File: src/rtl/bist_pkg.sv
// Shared definitions for the BIST sequencer: FSM state encoding and the
// width of the session index.
package bist_pkg;

  typedef enum logic [2:0] {
    ST_IDLE   = 3'd0,
    ST_INIT   = 3'd1,
    ST_RUN    = 3'd2,
    ST_FINISH = 3'd3,
    ST_DONE   = 3'd4
  } bist_state_e;

  // session_idx is always 4 bits wide, enough for up to 16 sessions
  localparam int SESS_W       = 4;
  localparam int MAX_SESSIONS = 1 << SESS_W;

endpackage

File: src/rtl/bist_run_counter.sv
// Run-length counter and pattern toggle for one BIST session.
// cnt counts RUN cycles from 0; last flags cnt == len-1.
// toggle flips on each enabled edge before the last one, drops to 0 on the
// last edge, and stays 0 whenever the counter is not enabled.
module bist_run_counter #(
  parameter int CNT_W = 8
) (
  input  logic             clk,
  input  logic             reset,
  input  logic             clear,
  input  logic             en,
  input  logic [CNT_W-1:0] len,
  output logic             last,
  output logic             toggle
);

  logic [CNT_W-1:0] cnt_q, cnt_d;
  logic             toggle_q, toggle_d;

  assign last   = (cnt_q == (len - CNT_W'(1)));
  assign toggle = toggle_q;

  // Next count / toggle; the count stops at len-1 so it can never wrap
  always_comb begin
    cnt_d    = cnt_q;
    toggle_d = 1'b0;
    if (clear) begin
      cnt_d    = '0;
      toggle_d = 1'b0;
    end else if (en) begin
      cnt_d    = last ? cnt_q : cnt_q + CNT_W'(1);
      toggle_d = last ? 1'b0 : ~toggle_q;
    end
  end

  // Counter state, cleared asynchronously by reset
  always_ff @(posedge clk or posedge reset) begin
    if (reset) begin
      cnt_q    <= '0;
      toggle_q <= 1'b0;
    end else begin
      cnt_q    <= cnt_d;
      toggle_q <= toggle_d;
    end
  end

endmodule

File: src/rtl/bist_seq_ctrl.sv
// BIST sequence controller: runs NUM_SESSIONS back-to-back sessions of
// INIT (1 cycle), RUN (n_cycles cycles) and FINISH (signature compare),
// then parks in DONE with the per-session fail mask and overall pass flag.
// Optional feature macro: BIST_ABORT_EN adds an abort input and an aborted
// status output; without it every accepted start runs to completion.
module bist_seq_ctrl
  import bist_pkg::*;
#(
  parameter int CNT_W        = 8,
  parameter int NUM_SESSIONS = 4,
  parameter int SIG_W        = 16
) (
  input  logic                        clk,
  input  logic                        reset,
`ifdef BIST_ABORT_EN
  input  logic                        abort,
  output logic                        aborted,
`endif
  input  logic                        start,
  input  logic [CNT_W-1:0]            n_cycles,
  input  logic [SIG_W-1:0]            sig_in,
  input  logic [NUM_SESSIONS*SIG_W-1:0] golden,
  output logic                        init,
  output logic                        running,
  output logic                        toggle,
  output logic                        finish,
  output logic                        bist_end,
  output logic [SESS_W-1:0]           session_idx,
  output logic [NUM_SESSIONS-1:0]     fail_mask,
  output logic                        pass
);

  localparam logic [SESS_W-1:0] LAST_SESS = SESS_W'(NUM_SESSIONS - 1);

  bist_state_e             state_q, state_d;
  logic [CNT_W-1:0]        len_q, len_d;
  logic [SESS_W-1:0]       sess_q, sess_d;
  logic [NUM_SESSIONS-1:0] fail_q, fail_d;
  logic                    init_q, running_q, finish_q, end_q, pass_q;
  logic                    pass_d;
`ifdef BIST_ABORT_EN
  logic                    aborted_q, aborted_d;
`endif

  logic                    start_acc;
  logic                    run_clear, run_en, run_last;
  logic [SIG_W-1:0]        sel_golden;
  logic [NUM_SESSIONS-1:0] sess_onehot;

  // A start is only honoured between sequences and with a non-zero length
  assign start_acc = start && (n_cycles != '0) &&
                     ((state_q == ST_IDLE) || (state_q == ST_DONE));
  assign run_clear = start_acc || (state_q == ST_INIT);
  assign run_en    = (state_q == ST_RUN);

  bist_run_counter #(
    .CNT_W (CNT_W)
  ) u_run (
    .clk    (clk),
    .reset  (reset),
    .clear  (run_clear),
    .en     (run_en),
    .len    (len_q),
    .last   (run_last),
    .toggle (toggle)
  );

  // Select the golden slice and one-hot fail bit for the current session
  always_comb begin
    sel_golden  = golden[SIG_W-1:0];
    sess_onehot = '0;
    for (int k = 0; k < NUM_SESSIONS; k++) begin
      if (sess_q == SESS_W'(k)) begin
        sel_golden     = golden[k*SIG_W +: SIG_W];
        sess_onehot[k] = 1'b1;
      end
    end
  end

  // Next-state and datapath updates for the sequencer
  always_comb begin
    state_d   = state_q;
    len_d     = len_q;
    sess_d    = sess_q;
    fail_d    = fail_q;
`ifdef BIST_ABORT_EN
    aborted_d = aborted_q;
`endif
    case (state_q)
      ST_IDLE, ST_DONE: begin
        if (start_acc) begin
          state_d   = ST_INIT;
          len_d     = n_cycles;
          sess_d    = '0;
          fail_d    = '0;
`ifdef BIST_ABORT_EN
          aborted_d = 1'b0;
`endif
        end
      end
      ST_INIT:   state_d = ST_RUN;
      ST_RUN:    if (run_last) state_d = ST_FINISH;
      ST_FINISH: begin
        if (sig_in != sel_golden) fail_d = fail_q | sess_onehot;
        if (sess_q < LAST_SESS) begin
          sess_d  = sess_q + SESS_W'(1);
          state_d = ST_INIT;
        end else begin
          state_d = ST_DONE;
        end
      end
      default:   state_d = ST_IDLE;
    endcase
`ifdef BIST_ABORT_EN
    // Abort cuts any active session short and reports a failed run
    if (abort && ((state_q == ST_INIT) || (state_q == ST_RUN) ||
                  (state_q == ST_FINISH))) begin
      state_d   = ST_DONE;
      aborted_d = 1'b1;
    end
    pass_d = (state_d == ST_DONE) && (fail_d == '0) && !aborted_d;
`else
    pass_d = (state_d == ST_DONE) && (fail_d == '0);
`endif
  end

  // Sequencer FSM with registered state flags
  always_ff @(posedge clk or posedge reset) begin
    if (reset) begin
      state_q   <= ST_IDLE;
      len_q     <= '0;
      sess_q    <= '0;
      fail_q    <= '0;
      init_q    <= 1'b0;
      running_q <= 1'b0;
      finish_q  <= 1'b0;
      end_q     <= 1'b0;
      pass_q    <= 1'b0;
`ifdef BIST_ABORT_EN
      aborted_q <= 1'b0;
`endif
    end else begin
      state_q   <= state_d;
      len_q     <= len_d;
      sess_q    <= sess_d;
      fail_q    <= fail_d;
      init_q    <= (state_d == ST_INIT);
      running_q <= (state_d == ST_RUN);
      finish_q  <= (state_d == ST_FINISH);
      end_q     <= (state_d == ST_DONE);
      pass_q    <= pass_d;
`ifdef BIST_ABORT_EN
      aborted_q <= aborted_d;
`endif
    end
  end

  assign init        = init_q;
  assign running     = running_q;
  assign finish      = finish_q;
  assign bist_end    = end_q;
  assign pass        = pass_q;
  assign session_idx = sess_q;
  assign fail_mask   = fail_q;
`ifdef BIST_ABORT_EN
  assign aborted     = aborted_q;
`endif

endmodule

File: config.mk
export PLATFORM = sky130hd
export DESIGN_NAME = bist_seq_ctrl
export DESIGN_NICKNAME = d
export VERILOG_FILES = /design/src/rtl/bist_pkg.sv /design/src/rtl/bist_run_counter.sv /design/src/rtl/bist_seq_ctrl.sv
export SDC_FILE = /design/constraint.sdc
export NUM_CORES = 1
export LEC_CHECK = 0
export ABC_CLOCK_PERIOD_IN_PS = 3000
export CAP_MARGIN = 25
export CORE_MARGIN = 2
export CORE_UTILIZATION = 46
export DETAILED_ROUTE_END_ITERATION = 8
export GPL_ROUTABILITY_DRIVEN = 1
export GPL_TIMING_DRIVEN = 0
export PLACE_DENSITY = 0.81
export SETUP_SLACK_MARGIN = 0.2
export SYNTH_ARGS = -nofsm -noshare
export SYNTH_HDL_FRONTEND = slang
export SYNTH_SLANG_ARGS = --single-unit
File: constraint.sdc
create_clock -name clk -period 3 [get_ports clk]
set_input_delay 0.9 -clock clk [delete_from_list [all_inputs] [get_ports clk]]
set_output_delay 0.9 -clock clk [all_outputs]
set_load 0.02 [all_outputs]
==> impl_metrics.env <==
export IMPL_worst_path_max_fanout=3
export IMPL_hp_class="register to register"
export IMPL_fmax_mhz=367
export IMPL_ys_seq_area_share_pct=27.2
export IMPL_die_w_um=85.2
export IMPL_clock_skew_final_ns=0.00921
export IMPL_num_vias=3324
export IMPL_slew_viol_final=0
export IMPL_tritoncts="yes"
export IMPL_grt_overflow_total=0
export IMPL_grt_pass1_wl_um=15300
export IMPL_rsz0062_at_grt="false"
export IMPL_ir_drop_v=0.000512
export IMPL_drtIter0Drc=187
export IMPL_portBuffers=103
export IMPL_core_area_sq_um=6350
export IMPL_crit_path_start="golden[33]"
export IMPL_first_global_vias=3169
export IMPL_initial_core_util_pct=47.8
export IMPL_fin_nets=564
export IMPL_syn_num_nets=449
export IMPL_rr_startpoint="session_idx[1]$_DFFE_PP0P_"
export IMPL_start_kind="primary input"
export IMPL_status="finished clean"
export IMPL_die_h_um=85.2
export IMPL_ys_types=66
export IMPL_vias_per_cell=6.10
export IMPL_wire_per_inst_um=18.1
export IMPL_synthArstFlopShare_pct=100
export IMPL_cts_root_buf="clkbuf_8"
export IMPL_hp_start="u_run.toggle$_DFF_PP0_"
export IMPL_clk_pin_slew_worst_paths_ns=0.07
export IMPL_cts_path_max_buffers=2
export IMPL_path_class="primary input to register"
export IMPL_synthFlopType="dfrtp_1"
export IMPL_wl_um=9870
export IMPL_max_slew_worst_pin_slew_ns=0.815
export IMPL_finalCritPeriodShare_pct=90.9
export IMPL_cts_made_buffers=5
export IMPL_cts_sinks=33
export IMPL_grt_usage_pct=26.6
export IMPL_netlist_instances=352
export IMPL_arrival_ns=2.90
export IMPL_power_leakage_nw=1.78
export IMPL_hold_violations=0
export IMPL_drive_gt1_share_pct=18.4
export IMPL_path_cells="clkdlybuf4s50_1 -> or4b_2 -> o221ai_2 -> a221oi_2 -> xnor2_1 -> o2111a_1 -> a2bb2oi_2 -> o311a_1"
export IMPL_fin_crit_ns=2.73
export IMPL_ant_nets=0
export IMPL_h_tree_depth=2
export IMPL_required_ns=3.18
export IMPL_setup_violations_final=0
export IMPL_syn_area_per_cell_sq_um=8.62
export IMPL_critPathMaxStageDelay_ns=0.63
export IMPL_final_common_cell="clkdlybuf4s50_1"
export IMPL_hpwl_um=7770
export IMPL_slowest_stage="or4b_2"
export IMPL_ctsHoldBuffers=0
export IMPL_cp_end_kind="register"
export IMPL_area_growth_synth_to_final_pct=50.2
export IMPL_setup_ws_ns=0.274
export IMPL_grt_max_degree=25
export IMPL_drt_pass1_iterations=5
export IMPL_drc_errors=0
export IMPL_antenna_found_initial=0
export IMPL_p_per_area_nw_per_um2=681
export IMPL_power_total_mw=3.11
export IMPL_slew_headroom_pct=45.6
export IMPL_clkLatencyLatePin_ns=0.29
export IMPL_cap_violations=0
export IMPL_place_congestion=0.956
export IMPL_row_count=29
export IMPL_post_place_ws_ns=-0.271
export IMPL_timing_hold_ws_ns=0.428
export IMPL_synth_enable_flop_cells=0
export IMPL_yosys_register_bits=33
export IMPL_diodes=0
export IMPL_netlist_area_sq_um=3040
export IMPL_die_area_sq_um=7260
export IMPL_final_cell_mix="101 x clkdlybuf4s50_1, 34 x nor2_1, 32 x dfrtp_1"
export IMPL_ys_warnings_count=0
export IMPL_boundaryPins=105
[sequential cells by signal, indices dropped and copies added, names as in the netlist]
signal,count
fail_mask,4
u_run.cnt_q,8
u_run.toggle,1
pass,1
session_idx,4
init,1
running,1
finish,1
bist_end,1
len_q,8
state_q,3
[cells in the mapped netlist (4+ instances only)]
| cell | instances | area [sq um] |
|---|---|---|
| dfrtp_1 | 33 | 826 |
| buf_2 | 8 | 40.0 |
| or4b_2 | 6 | 60.1 |
| nor2b_1 | 4 | 25.0 |
| nor2_1 | 34 | 128 |
| nand2_1 | 15 | 56.3 |
| nand4_1 | 5 | 31.3 |
| xor2_1 | 8 | 70.1 |
| mux2i_1 | 5 | 50.1 |
| clkbuf_1 | 8 | 30.0 |
| o21bai_1 | 8 | 60.1 |
| a21oi_1 | 10 | 50.1 |
| nor4_1 | 6 | 37.5 |
| xnor2_1 | 26 | 228 |
| nand3_1 | 11 | 55.1 |
| nand2b_1 | 4 | 25.0 |
| mux2_2 | 13 | 146 |
| o21ai_0 | 21 | 105 |
| a211oi_1 | 4 | 30.0 |
| nand3b_1 | 4 | 30.0 |
| nor4b_1 | 15 | 131 |
| o22ai_1 | 5 | 31.3 |
| nor3_1 | 6 | 30.0 |
| ha_1 | 6 | 75.1 |
| inv_1 | 20 | 75.1 |
[kinds of logic after synthesis]
| family | count (synthesis) | synth area share [%] |
|---|---|---|
| AO/OA/AOI/OAI | 82 | 19.8 |
| XOR/XNOR | 34 | 9.81 |
| adder cells (fa/ha/maj) | 6 | 2.47 |
| buffers and inverters | 40 | 6.14 |
| flip-flops | 33 | 27.2 |
| multiplexers | 19 | 6.84 |
| AND/OR/NAND/NOR | 138 | 27.7 |
[report_power, final]
group / leakage (nW) / total (mW) / switching (mW) / internal (mW)
registers: 0.427 / 0.746 / 0.162 / 0.585
logic: 1.30 / 1.93 / 0.954 / 0.977
clock network: 0.0585 / 0.431 / 0.160 / 0.271
[area by class of cell]
type                            count  area [sq um]
Clock inverter                      1          30.0
Buffer                             19           136
Clock buffer                        7          86.3
Fill cell                         497          1790
Inverter                           20          75.1
Timing Repair Buffer              109          1100
Sequential cell                    33           827
Multi-Input combinational cell    279          2210
Tap cell                           77          96.3
[metal layers]
metal,share of wire [%],up-vias,track usage [%]
li1,-,1533,-
met1,40,1537,34.0
met2,47,214,43.5
met3,9.2,40,3.79
met4,3.5,0,14.1
met5,0,-,0
[stage by stage]
step | util (%) | setup TNS, ns | cells | instance area, sq um
finish | 71.8 | 0 | 545 | 4560
global route | 71.8 | 0 | 545 | 4560
CTS | 69.2 | 0 | 541 | 4400
detailed placement | 66.0 | -1.24 | 533 | 4190
global placement | 65.6 | -0.982 | 532 | 4160
floorplan | - | 0 | 352 | 3040
[what timing repair did]
item,CTS,global route
pin swaps,10,12
setup endpoints to repair,5,8
gates resized for setup,23,42
setup buffers,1,4
[path summary, 6_finish.rpt]
path                                               end  slack, ns  cells after the start
worst max-delay path                    pass$_DFF_PP0_       0.27                      8
worst min-delay path            u_run.toggle$_DFF_PP0_       0.43                      1
worst max register to register          pass$_DFF_PP0_       0.29                     11
worst min register to register  u_run.toggle$_DFF_PP0_       0.43                      1
max in group asynchronous         len_q[0]$_DFFE_PP0P_       1.61                      3
min in group asynchronous           bist_end$_DFF_PP0_       0.92                      2
[critical path, delay by kind of cell]
family          cells  cell delay, ns
compound gates      5            0.81
xor+xnor            1            0.13
buf+inv             1            0.43
simple gates        1            0.63
No activity file was read; power rests on OpenSTA's default activity.
